--- src/rtl/tft_line_fetch_ctrl.sv ---
// rtl/tft_line_fetch_ctrl.sv - line-prefetch scheduler filling a ping-pong line buffer pair
// Issues fixed-length framebuffer bursts ahead of scanout and tracks buffer fullness.
module tft_line_fetch_ctrl #(
  parameter int LINES           = 1024,
  parameter int BURSTS_PER_LINE = 20,
  parameter int BURST_WORDS     = 64,
  parameter int BURST_BYTES     = 256
) (
  input  logic        Clk,
  input  logic        Rst,
  input  logic        Enable,
  input  logic        Frame_start,
  input  logic        Line_done,
  input  logic [31:0] Fb_base,
  output logic        Rd_req,
  output logic [31:0] Rd_addr,
  output logic [7:0]  Rd_len,
  input  logic        Rd_ack,
  input  logic        Rd_done,
  output logic        Fill_sel,
  output logic        Disp_sel,
  output logic        Line_ready,
  output logic        Frame_busy,
  output logic        Underflow
);

  localparam logic [4:0]  LAST_BURST = 5'(BURSTS_PER_LINE - 1);
  localparam logic [10:0] LAST_LINE  = 11'(LINES - 1);
  localparam logic [31:0] ADDR_STEP  = 32'(BURST_BYTES);
  localparam logic [7:0]  LEN        = 8'(BURST_WORDS);

  typedef enum logic [2:0] {IDLE, REQ, WAIT_DONE, HOLD, DONE} state_t;

  state_t      state;
  logic [10:0] line_cnt;
  logic [4:0]  burst_cnt;
  logic [1:0]  full;
  logic        restart_pend;

  logic        ld_active;
  logic        uf_set;
  logic        burst_end;
  logic        line_end;
  logic        start_now;
  logic        disp_n;
  logic        fill_n;
  logic [1:0]  full_n;

  always_comb begin
    ld_active = Enable && Line_done && (state != IDLE);
    burst_end = Enable && (state == WAIT_DONE) && Rd_done && !restart_pend && !Frame_start;
    line_end  = burst_end && (burst_cnt == LAST_BURST);
    // A pending restart in WAIT_DONE waits for the outstanding burst to finish.
    start_now = Enable && ((((state == IDLE) || (state == DONE)) && Frame_start) ||
                           (((state == REQ) || (state == HOLD)) && restart_pend) ||
                           ((state == WAIT_DONE) && Rd_done && (restart_pend || Frame_start)));
    full_n = full;
    disp_n = Disp_sel;
    fill_n = Fill_sel;
    uf_set = 1'b0;
    if (ld_active) begin
      if (full[Disp_sel]) full_n[Disp_sel] = 1'b0;
      else                uf_set = 1'b1;
      disp_n = ~Disp_sel;
    end
    if (line_end) begin
      full_n[Fill_sel] = 1'b1;
      fill_n = ~Fill_sel;
    end
  end

  always_ff @(posedge Clk or posedge Rst) begin
    if (Rst) begin
      state        <= IDLE;
      line_cnt     <= '0;
      burst_cnt    <= '0;
      full         <= '0;
      restart_pend <= 1'b0;
      Rd_req       <= 1'b0;
      Rd_addr      <= '0;
      Fill_sel     <= 1'b0;
      Disp_sel     <= 1'b0;
      Line_ready   <= 1'b0;
      Frame_busy   <= 1'b0;
      Underflow    <= 1'b0;
    end else if (!Enable) begin
      state        <= IDLE;
      restart_pend <= 1'b0;
      Rd_req       <= 1'b0;
      Frame_busy   <= 1'b0;
      Underflow    <= 1'b0;
    end else if (start_now) begin
      state        <= REQ;
      line_cnt     <= '0;
      burst_cnt    <= '0;
      full         <= '0;
      restart_pend <= 1'b0;
      Rd_req       <= 1'b1;
      Rd_addr      <= Fb_base;
      Fill_sel     <= 1'b0;
      Disp_sel     <= 1'b0;
      Line_ready   <= 1'b0;
      Frame_busy   <= 1'b1;
      if (uf_set) Underflow <= 1'b1;
    end else begin
      full       <= full_n;
      Fill_sel   <= fill_n;
      Disp_sel   <= disp_n;
      Line_ready <= full_n[disp_n];
      if (uf_set) Underflow <= 1'b1;
      case (state)
        REQ: begin
          if (Rd_ack) begin
            state  <= WAIT_DONE;
            Rd_req <= 1'b0;
            if (Frame_start) restart_pend <= 1'b1;
          end else if (Frame_start) begin
            restart_pend <= 1'b1;
            Rd_req       <= 1'b0;
          end
        end
        WAIT_DONE: begin
          if (burst_end) begin
            Rd_addr <= Rd_addr + ADDR_STEP;
            if (!line_end) begin
              burst_cnt <= burst_cnt + 5'd1;
              state     <= REQ;
              Rd_req    <= 1'b1;
            end else begin
              burst_cnt <= '0;
              line_cnt  <= line_cnt + 11'd1;
              if (line_cnt == LAST_LINE) begin
                state      <= DONE;
                Frame_busy <= 1'b0;
              end else if (full_n[fill_n]) begin
                state <= HOLD;
              end else begin
                state  <= REQ;
                Rd_req <= 1'b1;
              end
            end
          end else if (Frame_start) begin
            restart_pend <= 1'b1;
          end
        end
        HOLD: begin
          if (Frame_start) begin
            restart_pend <= 1'b1;
          end else if (!full[Fill_sel]) begin
            state  <= REQ;
            Rd_req <= 1'b1;
          end
        end
        default: ;
      endcase
    end
  end

  always_ff @(posedge Clk or posedge Rst) begin
    if (Rst) Rd_len <= LEN;
    else     Rd_len <= LEN;
  end

endmodule

--- config.mk ---
export PLATFORM = sky130hd
export DESIGN_NAME = tft_line_fetch_ctrl
export DESIGN_NICKNAME = d
export VERILOG_FILES = /design/src/rtl/tft_line_fetch_ctrl.sv
export SDC_FILE = /design/constraint.sdc
export NUM_CORES = 1
export LEC_CHECK = 0
export CAP_MARGIN = 20
export CELL_PAD_IN_SITES_DETAIL_PLACEMENT = 1
export CELL_PAD_IN_SITES_GLOBAL_PLACEMENT = 1
export CORE_MARGIN = 1.5
export CORE_UTILIZATION = 36
export DETAILED_ROUTE_END_ITERATION = 16
export HOLD_SLACK_MARGIN = 0.05
export PLACE_DENSITY_LB_ADDON = 0.1
export SLEW_MARGIN = 20
export SYNTH_ARGS = -nofsm -noshare
export SYNTH_HDL_FRONTEND = slang
export SYNTH_SLANG_ARGS = --single-unit
--- constraint.sdc ---
create_clock -name Clk -period 6.7 [get_ports Clk]
set_clock_uncertainty 0.1 [all_clocks]
set_input_delay 1.34 -clock Clk [delete_from_list [all_inputs] [get_ports Clk]]
set_output_delay 1.34 -clock Clk [all_outputs]
set_load 0.02 [all_outputs]
==> flow_summary.yaml <==
layout:
  fill_cells: 1186
  drive_gt1_share_pct: 8.14
  final_nets: 517
  stdcell_count: 612
  antenna_cells: 0
  flow.area_growth_from_synthesis_pct: 29.0
drt:
  drtIter0Drc: 99
  ant_nets: 0
  wire_per_inst_um: 16.2
  routed_wl_mm: 9.91
  drc: 0
  firstDrtPassIters: 4
  num_vias: 3279
  routed_via_density: 5.36
place:
  place_congestion: 0.818
  place_inst: 597
  hpwlAfterDp_mm: 6.94
  port-buffer-count: 76
pwr:
  max-vdd-ir-drop_v: 0.000149
  power_density_nw_per_um2: 366
  p_leak_nw: 1.85
  total_power_mw: 1.67
worst_setup_path:
  critPathRequiredTime_ns: 6.83
  worstPathArrival_ns: 4.03
  slowest_delay_ns: 0.85
  worst-path-buf-inv: 2
  startpoint_type: "primary input"
  crit_chain: "clkdlybuf4s50_1, nand2b_1, nor3_2, buf_4, mux2_2, a211o_1"
  crit_path_end_kind: "register"
  worst_path_max_delay_cell: "clkdlybuf4s50_1"
  crit_type: "primary input to register"
  critical_path.top_delay_family: "buffers and inverters"
  cp_max_fo: 18
synthesis:
  synth_area_um2: 3540
  synthArstFlopShare_pct: 100
  synth-seq-cells: 60
  postSynthCellCount: 408
  synthTopCellsByCount: "dfrtp_1, nand2_1, o21ai_0"
  synth_edf_count: 0
  syn_area_per_cell_um2: 8.68
  synth_warnings: 0
  yosysTopAreaCell: "dfrtp_1"
  synth_top_area_share_pct: 42.4
  synthFlopType: "dfrtp_1"
  yosys.cell_types.count: 60
  yosysSeqAreaShare_pct: 42.4
  post_synth_main_area_contributors: "dfrtp_1, nand2_1, o21ai_0"
  synth_most_common_cell: "dfrtp_1"
global_route:
  grt_pass1_vias: 3372
  antenna_found_initial: 0
  grt_overflow: 0
  met3_usage_pct: 4.31
  grt_util_met2_pct: 32.9
  grt_max_degree: 61
  track_usage_pct: 20.6
  met1_usage_pct: 27.8
  gr-max-usage-layer: "met2"
  grt_pass1_wl_mm: 16.7
cts:
  clockRootBuffer: "clkbuf_8"
  cts.htree.levels: 3
  path_clk_slew_ns: 0.07
  postCtsHoldBufs: 0
  cts_resized: 0
  cts_inserted_buffers: 9
  cts_tree: "done"
  numClockSinks: 60
  cts_setup_buffers: 0
  cts.path.max_buffers: 2
  clk_latency_ns: 0.35
die:
  core.rowCount: 36
  io_pins: 85
  die_area_um2: 10400
  die_w_um: 102
  die_h_um: 102
  start_util_pct: 36.7
  fp.coreArea_um2: 9640
timing:
  maxClockFrequency_ghz: 0.256
  setup_viol: 0
  tightest_slew_ns: 0.965
  fin_crit_sh_pct: 58.2
  rsz0062_at_grt: "no"
  hold_viol: 0
  tns_ns: 0
  drv_slew: 0
  layout_min_cycle_time_ns: 3.90
  slew_headroom_pct: 35.7
  fin_hold_ws_ns: 0.373
min_path:
  hold_path_class: "register to register"
run:
  maxCapViolations: 0
status:
  status: "finished clean"
==> metal layers <==
layer,part of all wire [%],wire [um]
met1,47,4640
met2,48,4730
met3,3.6,357
met4,1.8,181
met5,0,0
==> per-stage QoR <==
stage | area (um2) | util [%] | setup slack (ns)
final | 4570 | 47.4 | 2.80
after detailed placement | 4380 | 45.4 | 2.46
after floorplan | 3560 | - | 3.75
after global placement | 4380 | 45.4 | 2.46
after CTS | 4570 | 47.4 | 2.82
after global routing | 4570 | 47.4 | 2.61
==> final timing paths <==
path / startpoint / to / slack [ns] / cells after the start
worst min register to register: Rd_addr[2]$_DFFE_PP0P_ / Rd_addr[2]$_DFFE_PP0P_ / 0.37 / 2
worst min-delay path: Rd_addr[2]$_DFFE_PP0P_ / Rd_addr[2]$_DFFE_PP0P_ / 0.37 / 2
min in group asynchronous: Rst / Rd_addr[29]$_DFFE_PP0P_ / 1.42 / 3
worst max register to register: state[0]$_DFFE_PP0P_ / Rd_addr[26]$_DFFE_PP0P_ / 3.92 / 5
max in group asynchronous: Rst / Rd_addr[10]$_DFFE_PP0P_ / 4.54 / 3
worst max-delay path: Enable / Rd_addr[26]$_DFFE_PP0P_ / 2.80 / 6
==> area by class of cell <==
class | count | area, um2 | share of cell area, %
Sequential cell | 60 | 1500 | 32.9
Multi-Input combinational cell | 306 | 1850 | 40.5
Clock inverter | 4 | 50.0 | 1.10
Timing Repair Buffer | 80 | 791 | 17.3
Tap cell | 133 | 166 | 3.64
Inverter | 18 | 67.6 | 1.48
Clock buffer | 11 | 141 | 3.10
==> worst min-delay path: stages (launching register included) <==
cell and delay (ns):
dfrtp_1 0.34, nand2_1 0.05, nand2_1 0.05
==> power breakdown <==
| part | switching, mW | leakage, nW | internal (mW) | total, mW |
|---|---|---|---|---|
| logic | 0.383 | 0.984 | 0.336 | 0.718 |
| clock network | 0.153 | 0.0914 | 0.179 | 0.332 |
| registers | 0.149 | 0.773 | 0.474 | 0.623 |
| total | 0.685 | 1.85 | 0.989 | 1.67 |
==> cell families after synthesis <==
logic type	synth area share, %
compound gates	17.1
xor+xnor	3.46
fa+ha+maj	1.06
buf+inv	6.29
flops	42.4
mux	2.58
other cells	0.212
simple gates	26.9
==> registers in the layout, summed over array words and instances, names as in the netlist, 2 cells and up <==
signal and cells:
burst_cnt 5, state 3, full 2, line_cnt 11, Rd_addr 32
==> layout by cell type, fill, tap and decap left out, types with 3 or more instances in the layout <==
cell / count
inv_1: 17
xnor2_1: 8
nand2_1: 52
nor3_1: 9
o2bb2ai_1: 4
nand4_1: 13
a22oi_1: 6
clkdlybuf4s50_1: 76
dfrtp_1: 60
nand2b_1: 5
o211ai_1: 4
conb_1: 8
ha_1: 3
nand3_1: 20
and2_1: 5
a21o_1: 4
clkbuf_8: 10
xor2_1: 6
o21ai_0: 29
a21oi_1: 25
nor3_2: 5
nor4_1: 6
or3_1: 6
nor2_1: 26
and3_1: 7
buf_4: 4
mux2i_1: 8
a31oi_1: 5
(Power assumes the default switching activity.)
